<file path="config.mk">
export PLATFORM = sky130hd
export DESIGN_NAME = sfx_scheduler
export DESIGN_NICKNAME = d
export VERILOG_FILES = /design/src/rtl/sfx_pkg.sv /design/src/rtl/sfx_scheduler_pattern_rom.sv /design/src/rtl/sfx_scheduler.sv
export SDC_FILE = /design/constraint.sdc
export NUM_CORES = 1
export LEC_CHECK = 0
export CORE_UTILIZATION = 50
export DETAILED_ROUTE_END_ITERATION = 6
export PLACE_DENSITY = 0.79
export SLEW_MARGIN = 20
export SYNTH_ARGS = -nofsm -noshare
export SYNTH_HDL_FRONTEND = slang
export SYNTH_SLANG_ARGS = --single-unit
</file>
<file path="constraint.sdc">
create_clock -name clk -period 6.2 [get_ports clk]
set_input_delay 0.62 -clock clk [delete_from_list [all_inputs] [get_ports clk]]
set_output_delay 0.62 -clock clk [all_outputs]
set_load 0.05 [all_outputs]
</file>
<file path="src/rtl/sfx_pkg.sv">
`default_nettype none
// ============================================================================
// Module      : sfx_pkg
// Description : Shared constants and types for the sound-effect scheduler:
//               effect ids, FSM state encoding, note indices, tone
//               half-periods and the pattern ROM entry layout.
// Revision    : 1.0 - initial release
// ============================================================================
package sfx_pkg;

    // Effect ids; the numeric value also orders priority (higher wins)
    localparam logic [1:0] SFX_NONE  = 2'd0;
    localparam logic [1:0] SFX_JUMP  = 2'd1;
    localparam logic [1:0] SFX_SCORE = 2'd2;
    localparam logic [1:0] SFX_OVER  = 2'd3;

    // Scheduler FSM states
    localparam logic [1:0] ST_IDLE = 2'd0;
    localparam logic [1:0] ST_LOAD = 2'd1;
    localparam logic [1:0] ST_PLAY = 2'd2;
    localparam logic [1:0] ST_GAP  = 2'd3;

    // Note indices stored in the pattern ROM
    localparam logic [2:0] NOTE_C4 = 3'd0;
    localparam logic [2:0] NOTE_C5 = 3'd1;
    localparam logic [2:0] NOTE_E5 = 3'd2;
    localparam logic [2:0] NOTE_G5 = 3'd3;
    localparam logic [2:0] NOTE_C6 = 3'd4;
    localparam logic [2:0] NOTE_E6 = 3'd5;
    localparam logic [2:0] NOTE_G6 = 3'd6;
    localparam logic [2:0] NOTE_C7 = 3'd7;

    // Tone half-periods in 25.175 MHz clock cycles
    localparam logic [15:0] HP_C4 = 16'd48112;
    localparam logic [15:0] HP_C5 = 16'd24056;
    localparam logic [15:0] HP_E5 = 16'd19093;
    localparam logic [15:0] HP_G5 = 16'd16056;
    localparam logic [15:0] HP_C6 = 16'd12028;
    localparam logic [15:0] HP_E6 = 16'd9547;
    localparam logic [15:0] HP_G6 = 16'd8028;
    localparam logic [15:0] HP_C7 = 16'd6014;

    // One pattern step: which note, how many game ticks, final step marker
    typedef struct packed {
        logic [2:0] note;
        logic [3:0] ticks;
        logic       last;
    } sfx_entry_t;

    // Map a note index to its half-period
    function automatic logic [15:0] note_half(input logic [2:0] note);
        logic [15:0] hp;
        case (note)
            NOTE_C4: hp = HP_C4;
            NOTE_C5: hp = HP_C5;
            NOTE_E5: hp = HP_E5;
            NOTE_G5: hp = HP_G5;
            NOTE_C6: hp = HP_C6;
            NOTE_E6: hp = HP_E6;
            NOTE_G6: hp = HP_G6;
            default: hp = HP_C7;
        endcase
        return hp;
    endfunction

    // Highest-priority pending id; bit0=jump, bit1=score, bit2=over
    function automatic logic [1:0] sfx_pick(input logic [2:0] pend);
        logic [1:0] id;
        if (pend[2])      id = SFX_OVER;
        else if (pend[1]) id = SFX_SCORE;
        else if (pend[0]) id = SFX_JUMP;
        else              id = SFX_NONE;
        return id;
    endfunction

endpackage
`default_nettype wire

</file>
<file path="src/rtl/sfx_scheduler_pattern_rom.sv">
`default_nettype none
// ============================================================================
// Module      : sfx_pattern_rom
// Description : Combinational pattern ROM, (effect id, step index) -> entry.
//               The score pattern exists only when SFX_MILESTONE_EN is
//               defined. Unused slots return a one-tick final step so a
//               stray lookup always terminates the pattern.
// Revision    : 1.0 - initial release
// ============================================================================
module sfx_pattern_rom
    import sfx_pkg::*;
(
    input  logic [1:0]  id,
    input  logic [1:0]  idx,
    output sfx_entry_t  entry
);

    // Pattern table lookup
    always_comb begin
        entry = '{note: NOTE_C4, ticks: 4'd1, last: 1'b1};
        case (id)
            SFX_JUMP: begin
                case (idx)
                    2'd0:    entry = '{note: NOTE_C6, ticks: 4'd2, last: 1'b0};
                    2'd1:    entry = '{note: NOTE_E6, ticks: 4'd2, last: 1'b1};
                    default: entry = '{note: NOTE_C4, ticks: 4'd1, last: 1'b1};
                endcase
            end
`ifdef SFX_MILESTONE_EN
            SFX_SCORE: begin
                case (idx)
                    2'd0:    entry = '{note: NOTE_E6, ticks: 4'd3, last: 1'b0};
                    2'd1:    entry = '{note: NOTE_G6, ticks: 4'd3, last: 1'b0};
                    2'd2:    entry = '{note: NOTE_C7, ticks: 4'd6, last: 1'b1};
                    default: entry = '{note: NOTE_C4, ticks: 4'd1, last: 1'b1};
                endcase
            end
`endif
            SFX_OVER: begin
                case (idx)
                    2'd0:    entry = '{note: NOTE_G5, ticks: 4'd6,  last: 1'b0};
                    2'd1:    entry = '{note: NOTE_E5, ticks: 4'd6,  last: 1'b0};
                    2'd2:    entry = '{note: NOTE_C5, ticks: 4'd6,  last: 1'b0};
                    default: entry = '{note: NOTE_C4, ticks: 4'd15, last: 1'b1};
                endcase
            end
            default: entry = '{note: NOTE_C4, ticks: 4'd1, last: 1'b1};
        endcase
    end

endmodule
`default_nettype wire

</file>
<file path="src/rtl/sfx_scheduler.sv">
`default_nettype none
// ============================================================================
// Module      : sfx_scheduler
// Description : Latches jump / score / game-over sound requests, arbitrates
//               them by fixed priority (over > score > jump, only over
//               preempts) and plays the selected multi-note pattern as a
//               square wave on the single speaker output. Note lengths are
//               counted in 60 Hz game ticks.
//               Optional macro SFX_MILESTONE_EN enables the score channel.
// Revision    : 1.0 - initial release
// ============================================================================
module sfx_scheduler
    import sfx_pkg::*;
#(
    parameter int HALF_PER_W = 16,
    parameter int GAP_TICKS  = 1
) (
    input  logic       clk,
    input  logic       rst_n,
    input  logic       game_tick,
    input  logic       req_over,
    input  logic       req_score,
    input  logic       req_jump,
    input  logic       mute,
    output logic       sound,
    output logic       busy,
    output logic [1:0] active_id
);

    localparam int GAP_W = (GAP_TICKS < 2) ? 1 : $clog2(GAP_TICKS + 1);

    logic [1:0]            state_q, state_d;
    logic [2:0]            pend_q, pend_d;
    logic [1:0]            active_id_q, active_id_d;
    logic [1:0]            idx_q, idx_d;
    logic [HALF_PER_W-1:0] half_q, half_d;
    logic [HALF_PER_W-1:0] cnt_q, cnt_d;
    logic [3:0]            dur_q, dur_d;
    logic                  last_q, last_d;
    logic [GAP_W-1:0]      gap_q, gap_d;
    logic                  tone_q, tone_d;
    logic                  sound_q, sound_d;
    logic                  busy_q, busy_d;

    logic                  w_req_score;
    logic                  w_preempt;
    logic                  w_note_end;
    logic                  w_gap_end;
    logic [1:0]            w_grant_id;
    sfx_entry_t            w_entry;

`ifdef SFX_MILESTONE_EN
    assign w_req_score = req_score;
`else
    assign w_req_score = req_score & 1'b0;
`endif

    // Only over preempts, and only a pattern other than itself
    assign w_preempt  = pend_q[2] && (active_id_q != SFX_OVER) &&
                        ((state_q == ST_PLAY) || (state_q == ST_GAP));
    assign w_note_end = (state_q == ST_PLAY) && game_tick && (dur_q <= 4'd1);
    assign w_gap_end  = (state_q == ST_GAP) && game_tick && (gap_q <= GAP_W'(1));
    assign w_grant_id = w_preempt ? SFX_OVER :
                        (state_q == ST_IDLE) ? sfx_pick(pend_q) : SFX_NONE;

    sfx_pattern_rom u_rom (
        .id    (active_id_q),
        .idx   (idx_q),
        .entry (w_entry)
    );

    // FSM state register
    always_ff @(posedge clk or negedge rst_n) begin
        if (!rst_n) state_q <= ST_IDLE;
        else        state_q <= state_d;
    end

    // FSM next-state logic
    always_comb begin
        state_d = state_q;
        case (state_q)
            ST_IDLE: if (pend_q != 3'b000) state_d = ST_LOAD;
            ST_LOAD: state_d = ST_PLAY;
            ST_PLAY: begin
                if (w_preempt)        state_d = ST_LOAD;
                else if (w_note_end)  state_d = last_q ? ST_IDLE :
                                                (GAP_TICKS == 0) ? ST_LOAD : ST_GAP;
            end
            default: begin
                if (w_preempt || w_gap_end) state_d = ST_LOAD;
            end
        endcase
    end

    // Datapath: pending flags, pattern step, tone and duration counters
    always_comb begin
        active_id_d = active_id_q;
        idx_d       = idx_q;
        half_d      = half_q;
        cnt_d       = cnt_q;
        dur_d       = dur_q;
        last_d      = last_q;
        gap_d       = gap_q;
        tone_d      = tone_q;

        // A request for the effect now playing is dropped; the grant clears
        pend_d[0] = (pend_q[0] | (req_jump    && active_id_q != SFX_JUMP))
                    & (w_grant_id != SFX_JUMP);
        pend_d[1] = (pend_q[1] | (w_req_score && active_id_q != SFX_SCORE))
                    & (w_grant_id != SFX_SCORE);
        pend_d[2] = (pend_q[2] | (req_over    && active_id_q != SFX_OVER))
                    & (w_grant_id != SFX_OVER);

        if (w_grant_id != SFX_NONE) begin
            active_id_d = w_grant_id;
            idx_d       = 2'd0;
            tone_d      = 1'b0;
        end else begin
            case (state_q)
                ST_LOAD: begin
                    half_d = HALF_PER_W'(note_half(w_entry.note));
                    dur_d  = w_entry.ticks;
                    last_d = w_entry.last;
                    cnt_d  = '0;
                    tone_d = 1'b0;
                end
                ST_PLAY: begin
                    if (cnt_q == half_q - HALF_PER_W'(1)) begin
                        cnt_d  = '0;
                        tone_d = ~tone_q;
                    end else begin
                        cnt_d  = cnt_q + HALF_PER_W'(1);
                    end
                    if (game_tick) dur_d = dur_q - 4'd1;
                    if (w_note_end) begin
                        dur_d  = 4'd0;
                        tone_d = 1'b0;
                        gap_d  = GAP_W'(GAP_TICKS);
                        if (last_q)               active_id_d = SFX_NONE;
                        else if (GAP_TICKS == 0)  idx_d = idx_q + 2'd1;
                    end
                end
                ST_GAP: begin
                    tone_d = 1'b0;
                    if (game_tick) gap_d = gap_q - GAP_W'(1);
                    if (w_gap_end) idx_d = idx_q + 2'd1;
                end
                default: ;
            endcase
        end
    end

    // FSM outputs, computed from the next state so they register glitch-free
    always_comb begin
        busy_d  = (state_d != ST_IDLE);
        sound_d = tone_d && (state_d == ST_PLAY) && !mute;
    end

    // Datapath and output registers
    always_ff @(posedge clk or negedge rst_n) begin
        if (!rst_n) begin
            pend_q      <= '0;
            active_id_q <= SFX_NONE;
            idx_q       <= '0;
            half_q      <= '0;
            cnt_q       <= '0;
            dur_q       <= '0;
            last_q      <= 1'b0;
            gap_q       <= '0;
            tone_q      <= 1'b0;
            sound_q     <= 1'b0;
            busy_q      <= 1'b0;
        end else begin
            pend_q      <= pend_d;
            active_id_q <= active_id_d;
            idx_q       <= idx_d;
            half_q      <= half_d;
            cnt_q       <= cnt_d;
            dur_q       <= dur_d;
            last_q      <= last_d;
            gap_q       <= gap_d;
            tone_q      <= tone_d;
            sound_q     <= sound_d;
            busy_q      <= busy_d;
        end
    end

    assign sound     = sound_q;
    assign busy      = busy_q;
    assign active_id = active_id_q;

endmodule
`default_nettype wire
</file>
# Word level (Yosys, flattened, before mapping)
# Index checks and enable logic that the tools add are counted.
op_classes:
  add_sub_neg: 5
  n_lt_le_gt_ge: 2
  eq_ne: 23
  n_mux: 34
  bitwise: 7
  n_reduce_logical: 33
ops:
  columns: ["op", "count"]
  rows:
  - ["$pmux W16 S7", 1]
  - ["$mux W2", 16]
  - ["$pmux W16 S2", 1]
  - ["$pmux W8 S2", 2]
  - ["$pmux W7 S3", 1]
  - ["$reduce_bool A2 Y1", 9]
  - ["$add A16 B1 Y16 const B", 1]
  - ["$eq A16 B16 Y1", 1]
  - ["$mux W16", 1]
  - ["$sub A16 B1 Y16 const B", 1]
  - ["$eq A2 B2 Y1 const B", 5]
  - ["$logic_and A1 B1 Y1", 10]
  - ["$ne A2 B2 Y1 const B", 5]
  - ["$eq A3 B3 Y1 const B", 3]
  - ["$mux W4", 2]
  - ["$pmux W4 S2", 1]
  - ["$eq A2 B1 Y1 const B", 3]
  - ["$eq A3 B2 Y1 const B", 2]
  - ["$mux W1", 6]
  - ["$pmux W2 S3", 1]
  - ["$reduce_and A2 Y1", 3]
  - ["$reduce_and A3 Y1", 2]
  - ["$le A4 B1 Y1 const B", 1]
  - ["$logic_not A2 Y1", 2]
  - ["other kinds (17)", 24]
totals:
  ff_bits: 50
  out_inout_bits: 4
  wordCells: 116

# Logic depth before layout (Yosys ltp)
# Gate-level depths: netlist of the first run.
depth:
  ltp_word: 9
  ltp_mapped: 10
  ltp_nobuf: 9

# Cells and area by module
# A second synthesis of the first run with hierarchy kept.
hier_totals:
  cells_unflattened: 366
  area_unflattened_um2: 3316.9
by_module_without_submodules:
  columns: ["mod", "n_inst", "cells_each", "area_per_inst_um2"]
  rows:
  - ["sfx_scheduler", 1, 353, 3234.4]
  - ["sfx_pattern_rom", 1, 13, 82.6]

# Least setup slack after synthesis of the first run
# Ideal clock, no wire load.
synth_timing:
  kind: "register to register"
  from: "register half_q[0]"
  to: "register cnt_q[3]"
  setup_time_ns: 0.121
  arrival_ns: 2.527
  setup_slack_ns: 3.552
  stages_incl_launch_ff: 8
  n_path_buf: 0
  period_less_slack_ns: 2.648
  path_cell_list: "dfrtp_1 > nor4_1 > nand2_1 > mux2i_1 > o311ai_0 > a31oi_2 > a21o_1 > a22o_2"
synth_between:
  elab_chain_len: 4
synth_lines:
  columns: ["element", "line_no", "text"]
  rows:
  - ["start: declaration", "sfx_scheduler.sv:36", "logic [HALF_PER_W-1:0] half_q, half_d;"]
  - ["start signal: assignment", "sfx_scheduler.sv:177", "half_q <= half_d;"]
  - ["$sub A16 B1 Y16", "sfx_scheduler.sv:128", "if (cnt_q == half_q - HALF_PER_W'(1)) begin"]
  - ["$eq A16 B16 Y1", "sfx_scheduler.sv:128", null]
  - ["$mux W16", "sfx_scheduler.sv:128", null]
  - ["$pmux W16 S2", "sfx_scheduler.sv:119", "case (state_q)"]
  - ["end signal: assignment", "sfx_scheduler.sv:178", "cnt_q <= cnt_d;"]
  - ["end: declaration", "sfx_scheduler.sv:37", "logic [HALF_PER_W-1:0] cnt_q, cnt_d;"]
# No other way between the ends.
# A chain may end at the register's enable or synchronous reset.

# Worst setup path in the final report of the first run
layout_timing:
  from: "register half_q[0]"
  to: "register cnt_q[12]"
# Same word-level chain as after synthesis.

==> reports/metrics.cfg, run 1 <==
[yosys]
yosysWarningCount = 0
synth_cell_types = 56
synth-seq-area-share_pct = 40.0
synth-edff-count = 0
synth_top_cell_by_area = dfrtp_1
synth_top_area_share_pct = 40.0
ys_seq_elements = 48
ys_async_sr_fraction_pct = 100
synth_nets = 363
syn_area_per_cell_um2 = 8.79
yosys-top-cells-area = dfrtp_1 (40%), ha_1 (5.8%), xnor2_1 (5.5%)
synth_commonest_cells = dfrtp_1 (48), nor2_1 (39), nand2_1 (26)
yosysMostFrequentCell = dfrtp_1
synth_cells = 342
synthesis.area_mm2 = 0.00301
synth-main-ff-cell = dfrtp_1

[drt]
drc = 0
wirelength_um = 6320
ant_nets = 0
routedWlPerCell_um = 15.0
drt-pass1-iter-count = 5
vias_per_cell = 5.94
via_count = 2502
drtIter0Drc = 158

[global_routing]
grt_max_degree = 49
grt_pass1_vias = 2380
grt_pass1_wl_um = 11000
antenna_found_initial = 0
grtUsageTotal_pct = 22.2
grt.overflow.total = 0

[placement]
port_buffers = 9
placed_cell_area_mm2 = 0.00315
gp_congestion = 0.854
place_hpwl_um = 4730

[timing]
skew_ns = 0.0118
post-route-min-period_ns = 3.40
worst_slew_pin_slew_ns = 1.01
finalSetupViolCount = 0
max_freq_ghz = 0.294
hold_viol_final = 0
drv_slew = 0
setup_tns_ns = 0
maxSlewHeadroom_pct = 31.6
rsz0062_at_grt = false
period_share_pct = 54.9

[clock_tree]
numCtsBuffers = 5
cts-root-buf = clkbuf_8
post_cts_buffers = 0
ctsHoldBuffers = 0
clk_latency_ns = 0.30
clock-sinks = 48
clkTransAtPathRegs_ns = 0.09
cts_resized = 0
cts_max_level = 2
cts_tree = done
cts_max_path_buffers = 2

[floorplan]
dieArea_mm2 = 0.00633
io_pins = 11
die_x_um = 79.5
start_util_pct = 53.3
core-area_mm2 = 0.00564
die_y_um = 79.5
fp-row-count = 27

[setup_path]
crit_slowest_cell = o311ai_0
cpLargestDelayFamily = simple AND/OR/NAND/NOR gates
crit_start = half_q[0]$_DFFE_PN0P_
worstReg2RegEnd = cnt_q[12]$_DFFE_PN0P_
arrival_ns = 3.57
cp_max_fo = 9
endpoint_kind = flop
critPathKind = flop to flop
rr_startpoint = half_q[0]$_DFFE_PN0P_
worst_setup_path_start_kind = flop
cp.required_ns = 6.37
crit_buf_inv = 0
rrSetupSlack_ns = 2.80
ff2ff_path_depth = 7
cp_cell_sequence = nor4_1, nand2_1, mux2i_1, o311ai_0, a31oi_2, nor2_2, nor2_1
max_stage_delay_ns = 0.88

[layout]
area_delta_synth_final_pct = 7.74
final_nets = 369
multiInputGateArea_mm2 = 0.00167
fin_area_mm2 = 0.00324
seq_area_mm2 = 0.00120
n_antenna_cell = 0
drive_above_1_share_pct = 5.44
fill_cells = 494

[power]
ir_worst_vdd_mv = 0.331
power_mw = 1.47
p_leak_nw = 1.35
power_density_mw_per_mm2 = 453

[flow_run]
drv_cap = 0

[status]
status = finished clean

[worst_hold_path]
hold_class = input pin to asynchronous set/reset pin

## worst register-to-register path, cell delays in order, from the launching register on
cell,delay (ns)
dfrtp_1,0.45
nor4_1,0.72
nand2_1,0.22
mux2i_1,0.16
o311ai_0,0.88
a31oi_2,0.35
nor2_2,0.40
nor2_1,0.10
## metrics by stage
step	util (%)	worst slack, ns	hold WS [ns]	cells
CTS	57.4	2.77	0.509	421
finish	57.4	2.80	0.317	421
detailed placement	55.8	2.78	0.487	413
floorplan	-	3.55	0.324	342
global placement	55.8	2.89	0.467	413
global route	57.4	2.52	0.378	421
## registers in the layout (all words and copies together) (netlist names)
name and count:
sound 1, idx_q 2, state_q 2, tone_q 1, pend_q 3, cnt_q 16, dur_q 4, last_q 1
busy 1, active_id 2, half_q 15
## placed cells by master, fill, tap and decap left out, drive strengths merged, types with 8 or more instances in the layout
cell	count
nor3	12
nor2	40
clkdlybuf4s50	8
o21ai	22
dfrtp	48
nand2	26
clkbuf	8
ha	14
xor2	11
nand3	13
inv	24
xnor2	19
a21oi	12
## worst max-delay path by stage
stage | endpoint | depth (start not counted) | slack [ns]
after global placement | cnt_q[15]$_DFFE_PN0P_ | 7 | 2.89
after CTS | cnt_q[12]$_DFFE_PN0P_ | 7 | 2.77
after floorplan | cnt_q[3]$_DFFE_PN0P_ | 7 | 3.55
final | cnt_q[12]$_DFFE_PN0P_ | 7 | 2.80
after detailed placement | cnt_q[7]$_DFFE_PN0P_ | 7 | 2.78
after global routing | cnt_q[11]$_DFFE_PN0P_ | 9 | 2.52
## where the power goes
part | leakage, nW | internal, mW | total (mW) | switching, mW
logic | 0.698 | 0.286 | 0.734 | 0.448
clock network | 0.0455 | 0.0911 | 0.191 | 0.0996
registers | 0.606 | 0.407 | 0.542 | 0.135
total | 1.35 | 0.784 | 1.47 | 0.683
## metal layers
layer / part of all wire, % / global-route usage [%] / vias to the layer above
met4: 0.70 / 6.36 / 0
met5: 0 / 0 / -
met3: 4.2 / 3.09 / 6
met2: 48 / 36.8 / 55
met1: 47 / 30.0 / 1216
li1: - / - / 1225
## cells by family (layout without fill, tap and decap cells)
logic type,after synthesis,in the layout,synth area share (%)
AO/OA/AOI/OAI,82,82,18.4
buffers and inverters,35,42,4.41
multiplexers,3,3,1.04
adder cells (fa/ha/maj),14,14,5.83
XOR/XNOR,30,30,8.74
flip-flops,48,48,39.9
AND/OR/NAND/NOR,130,130,21.6
## area by class of cell
type / count / share of cell area, %
flip-flops and latches: 48 / 37.1
clock buffers: 8 / 2.78
well taps: 72 / 2.78
multi-input cells: 259 / 51.6
inverters: 24 / 2.78
repair buffers: 10 / 2.94
(Power assumes the default switching activity.)
==> run 2: changes to the inputs <==
==> constraint.sdc (replaced) <==
create_clock -name clk -period 3.31 [get_ports clk]
set_input_delay 0.331 -clock clk [delete_from_list [all_inputs] [get_ports clk]]
set_output_delay 0.331 -clock clk [all_outputs]
set_load 0.05 [all_outputs]
==> run 2 against run 1 <==
Wire length down 0.63%. Via count about the same. Register-to-register slack worse by 2.4 ns. Worst setup slack worse by 2.4 ns. Sequential share of layout area down 0.85 points. Non-clock buffer count up 6. Power up 94%. Clock power up 140%. Maximum frequency up 17%. Clock skew down 0.0018 ns. Core utilization up 1.4 points. Die area unchanged.
==> reports/metrics.cfg, run 2 (synthesis results as in run 1) <==
[status]
status = finished clean

[clock_tree]
cts-root-buf = clkbuf_8
numCtsBuffers = 5
cts_max_level = 2
clock-sinks = 48
clk_latency_ns = 0.30
cts_tree = done
clkTransAtPathRegs_ns = 0.09
ctsHoldBuffers = 0
cts_max_path_buffers = 2
cts_resized = 0
post_cts_buffers = 0

[power]
ir_worst_vdd_mv = 0.554
power_density_mw_per_mm2 = 859
p_leak_nw = 1.40

[flow_run]
drv_cap = 0

[drt]
drt-pass1-iter-count = 4
via_count = 2504
routedWlPerCell_um = 14.7
ant_nets = 0
drtIter0Drc = 155
vias_per_cell = 5.86
drc = 0
wirelength_um = 6280

[placement]
place_hpwl_um = 4700
gp_congestion = 0.904
port_buffers = 9
post-place-ws_ns = 0.412
place_inst = 419

[setup_path]
endpoint_kind = flop
worst_setup_path_start_kind = flop
critPathKind = flop to flop
rr_startpoint = half_q[0]$_DFFE_PN0P_
arrival_ns = 3.09
crit_start = half_q[0]$_DFFE_PN0P_
cp_max_fo = 9
cp.required_ns = 3.50

[timing]
setup_ws_ns = 0.410
hold_viol_final = 0
rsz0062_at_grt = false
timing.hold.ws_ns = 0.0341
worst_slew_pin_slew_ns = 0.785
skew_ns = 0.00996
post-route-min-period_ns = 2.90
maxSlewHeadroom_pct = 47.2
setup_tns_ns = 0
max_freq_ghz = 0.345
drv_slew = 0
period_share_pct = 87.6
finalSetupViolCount = 0

[floorplan]
dieArea_mm2 = 0.00633
start_util_pct = 53.3
core-area_mm2 = 0.00564
die_y_um = 79.5
fp-row-count = 27
io_pins = 11
die_x_um = 79.5

[layout]
fin_cells = 427
n_antenna_cell = 0
final_common_cell = dfrtp_1
largest_reg_flops = 16
final_cell_mix = dfrtp_1 (48), nor2_1 (39), nand2_1 (26), inv_1 (24), o21ai_0 (21)
area_delta_synth_final_pct = 10.3
regMostFlops = cnt_q
reg_top3 = cnt_q (16), half_q (15), dur_q (4)
fill_cells = 484
final_nets = 375
drive_above_1_share_pct = 7.61

[global_routing]
grt_max_degree = 49
grt_pass1_wl_um = 11000
grt.overflow.total = 0
grtUsageTotal_pct = 22.4
grt_pass1_vias = 2361
antenna_found_initial = 0

[worst_hold_path]
hold_class = input pin to asynchronous set/reset pin

[run 2: cell count changes in the layout (fill, tap and decap cells not counted)]
cell and change:
clkbuf_1 -2, buf_4 +6, clkinv_4 +1, bufinv_16 +1
[run 2: metal layers]
metal  share of wire, %  up-vias  track usage, %
li1                   -     1239               -
met1                 48     1206            29.9
met2                 46       43            36.2
met3                3.2       16            3.31
met4                2.2        0            9.27
met5                  0        -               0
[run 2: per-stage QoR]
step / cell area (µm²) / total power, mW / utilization [%]
2_1_floorplan: 3010 / 2.04 / -
3_3_place_gp: 3190 / 2.36 / 56.6
3_5_place_dp: 3190 / 2.40 / 56.6
4_1_cts: 3310 / 2.86 / 58.7
5_1_grt: 3320 / 3.09 / 58.8
6_report: 3320 / 2.85 / 58.8
[run 2: cell type report]
cell class              count  area, µm²  area share (%)
clock inverters             2       38.8            1.17
clock buffers               6       82.6            2.49
flip-flops and latches     48       1200            36.2
well taps                  72       90.1            2.72
multi-input cells         259       1670            50.5
inverters                  24       90.1            2.72
repair buffers             16        140            4.23
[run 2: power breakdown]
group          leakage [nW]  internal (mW)  switching (mW)
clock network        0.0614          0.247           0.203
logic                 0.730          0.555           0.834
registers             0.606          0.762           0.247
total                  1.40           1.56            1.28
[run 2: path summary, 6_finish.rpt]
| path | end | slack, ns | cells past startpoint |
|---|---|---|---|
| worst max-delay path | cnt_q[11]$_DFFE_PN0P_ | 0.41 | 7 |
| worst min-delay path | cnt_q[12]$_DFFE_PN0P_ | 0.03 | 1 |
| max in group asynchronous | half_q[10]$_DFFE_PN0P_ | 2.87 | 1 |
| min in group clk | dur_q[1]$_DFFE_PN0P_ | 0.49 | 2 |
| worst min register to register | dur_q[1]$_DFFE_PN0P_ | 0.49 | 2 |
| worst max register to register | cnt_q[11]$_DFFE_PN0P_ | 0.41 | 7 |
[run 2: critical path: stages, from the launching register on]
cell,delay [ns]
dfrtp_1,0.44
or4_1,0.52
or3_1,0.36
a2111o_1,0.46
nor4_4,0.26
a31oi_2,0.27
nor2_2,0.37
nor2_1,0.10
==> run 3: changes to the inputs <==
==> constraint.sdc (replaced) <==
create_clock -name clk -period 2.88 [get_ports clk]
set_input_delay 0.288 -clock clk [delete_from_list [all_inputs] [get_ports clk]]
set_output_delay 0.288 -clock clk [all_outputs]
set_load 0.05 [all_outputs]
==> run 3 against run 2 <==
Global-route usage up 1.1 points. The run now ends with negative hold slack left. Via count up 3.1%. Maximum frequency up 2.2%. Core utilization up 2.3 points. Count of clock-buffer cells in the layout unchanged. Critical path depth up 1. Largest cell class unchanged. Sequential share of layout area down 1.3 points. Clock power up 7.3%.
==> reports/metrics.cfg, run 3 (synthesis results as in run 1) <==
[status]
status = finished with violations
failed_checks = negative hold slack

[floorplan]
start_util_pct = 53.3
core-area_mm2 = 0.00564
die_x_um = 79.5
fp-row-count = 27
dieArea_mm2 = 0.00633
die_y_um = 79.5
io_pins = 11

[drt]
drc = 0
ant_nets = 0
vias_per_cell = 5.84
drtIter0Drc = 176
routedWlPerCell_um = 15.5
via_count = 2582
wirelength_um = 6850
drt-pass1-iter-count = 4

[setup_path]
endpoint_kind = flop
worstReg2RegEnd = cnt_q[3]$_DFFE_PN0P_
rr_startpoint = half_q[1]$_DFFE_PN0P_
ff2ff_path_depth = 8
max_stage_delay_ns = 0.54
cp.required_ns = 3.07
cp_cell_sequence = or4_4, or3_1, a2111o_1, nor4_4, buf_4, a31oi_4, a21o_1, a22o_2
arrival_ns = 3.03
rrSetupSlack_ns = 0.04
crit_slowest_cell = or4_4
critPathKind = flop to flop
worst_setup_path_start_kind = flop
cp_max_fo = 8

[global_routing]
grtUsageTotal_pct = 23.5
grt_pass1_wl_um = 11600
grt_max_degree = 49
antenna_found_initial = 0
grt.overflow.total = 0
grt_pass1_vias = 2441

[clock_tree]
clkTransAtPathRegs_ns = 0.09
cts_tree = done
clk_latency_ns = 0.30
cts_max_path_buffers = 2
clock-sinks = 48
ctsHoldBuffers = 0
cts_max_level = 2
cts-root-buf = clkbuf_8
numCtsBuffers = 5

[layout]
reg_top3 = cnt_q (16), half_q (15), dur_q (4)
drive_above_1_share_pct = 12.2
n_antenna_cell = 0
final_nets = 390
final_common_cell = dfrtp_1
fin_cells = 442
area_delta_synth_final_pct = 14.6
final_cell_mix = dfrtp_1 (47), nor2_1 (39), nand2_1 (26), inv_1 (24), buf_4 (22)
regMostFlops = cnt_q
largest_reg_flops = 16

[timing]
period_share_pct = 98.6
timing.hold.ws_ns = -0.00406
max_freq_ghz = 0.352
skew_ns = 0.00910
finalSetupViolCount = 0
post-route-min-period_ns = 2.84
drv_slew = 0
worst_slew_pin_slew_ns = 0.609
hold_viol_final = 22
maxSlewHeadroom_pct = 59.4

[power]
p_leak_nw = 1.47
power_density_mw_per_mm2 = 995
ir_worst_vdd_mv = 0.693

[placement]
place_inst = 427
place_hpwl_um = 4910
gp_congestion = 0.921
port_buffers = 9

[worst_hold_path]
hold_class = input pin to asynchronous set/reset pin

[flow_run]
drv_cap = 0

[run 3: area by class of cell]
class	instances	area (µm²)
Timing Repair Buffer	31	256
Fill cell	453	2200
Clock buffer	6	72.6
Sequential cell	48	1200
Inverter	24	90.1
Tap cell	72	90.1
Multi-Input combinational cell	259	1700
Clock inverter	2	35.0
[run 3: power by group]
part | internal (mW) | switching (mW) | total, mW
combinational | 0.749 | 1.08 | 1.83
sequential | 0.878 | 0.241 | 1.12
clock | 0.258 | 0.227 | 0.484
[run 3: critical path: cells and delay by family (launching register included)]
| family | cells | cell delay, ns |
|---|---|---|
| AOI/OAI and AO/OA | 4 | 0.91 |
| buffers and inverters | 1 | 0.19 |
| DFF | 1 | 0.42 |
| and+or+nand+nor | 3 | 1.20 |
[run 3: layer usage]
layer	vias to the layer above	part of all wire, %	GRT usage, %
met2	68	48	38.5
met1	1238	44	31.5
met5	-	0	0
met3	12	5.6	2.86
met4	0	2.0	9.45
li1	1264	-	-
[run 3: metrics by stage]
step | power (mW) | setup WS (ns) | TNS [ns] | utilization (%) | area (µm²)
finish | 3.43 | 0.0417 | 0 | 61.1 | 3450
global route | 3.72 | -0.0911 | -0.261 | 61.1 | 3450
CTS | 3.33 | 0.0171 | 0 | 59.5 | 3360
detailed placement | 2.84 | 0.0749 | 0 | 57.6 | 3250
global placement | 2.78 | 0.119 | 0 | 57.6 | 3250
floorplan | 2.34 | 0.232 | 0 | - | 3010
[run 3: worst max path at each step]
stage | start | endpoint | depth (start not counted)
finish | half_q[1]$_DFFE_PN0P_ | cnt_q[3]$_DFFE_PN0P_ | 8
global route | half_q[1]$_DFFE_PN0P_ | cnt_q[2]$_DFFE_PN0P_ | 11
CTS | half_q[0]$_DFFE_PN0P_ | sound$_DFF_PN0_ | 6
detailed placement | half_q[0]$_DFFE_PN0P_ | cnt_q[3]$_DFFE_PN0P_ | 7
global placement | half_q[0]$_DFFE_PN0P_ | cnt_q[3]$_DFFE_PN0P_ | 7
floorplan | half_q[0]$_DFFE_PN0P_ | cnt_q[3]$_DFFE_PN0P_ | 7
[run 3: what timing repair did]
action | 4_1_cts | 5_1_grt
gates resized for setup | 0 | 6
setup endpoints to repair | 0 | 17
buffers inserted | 0 | 7
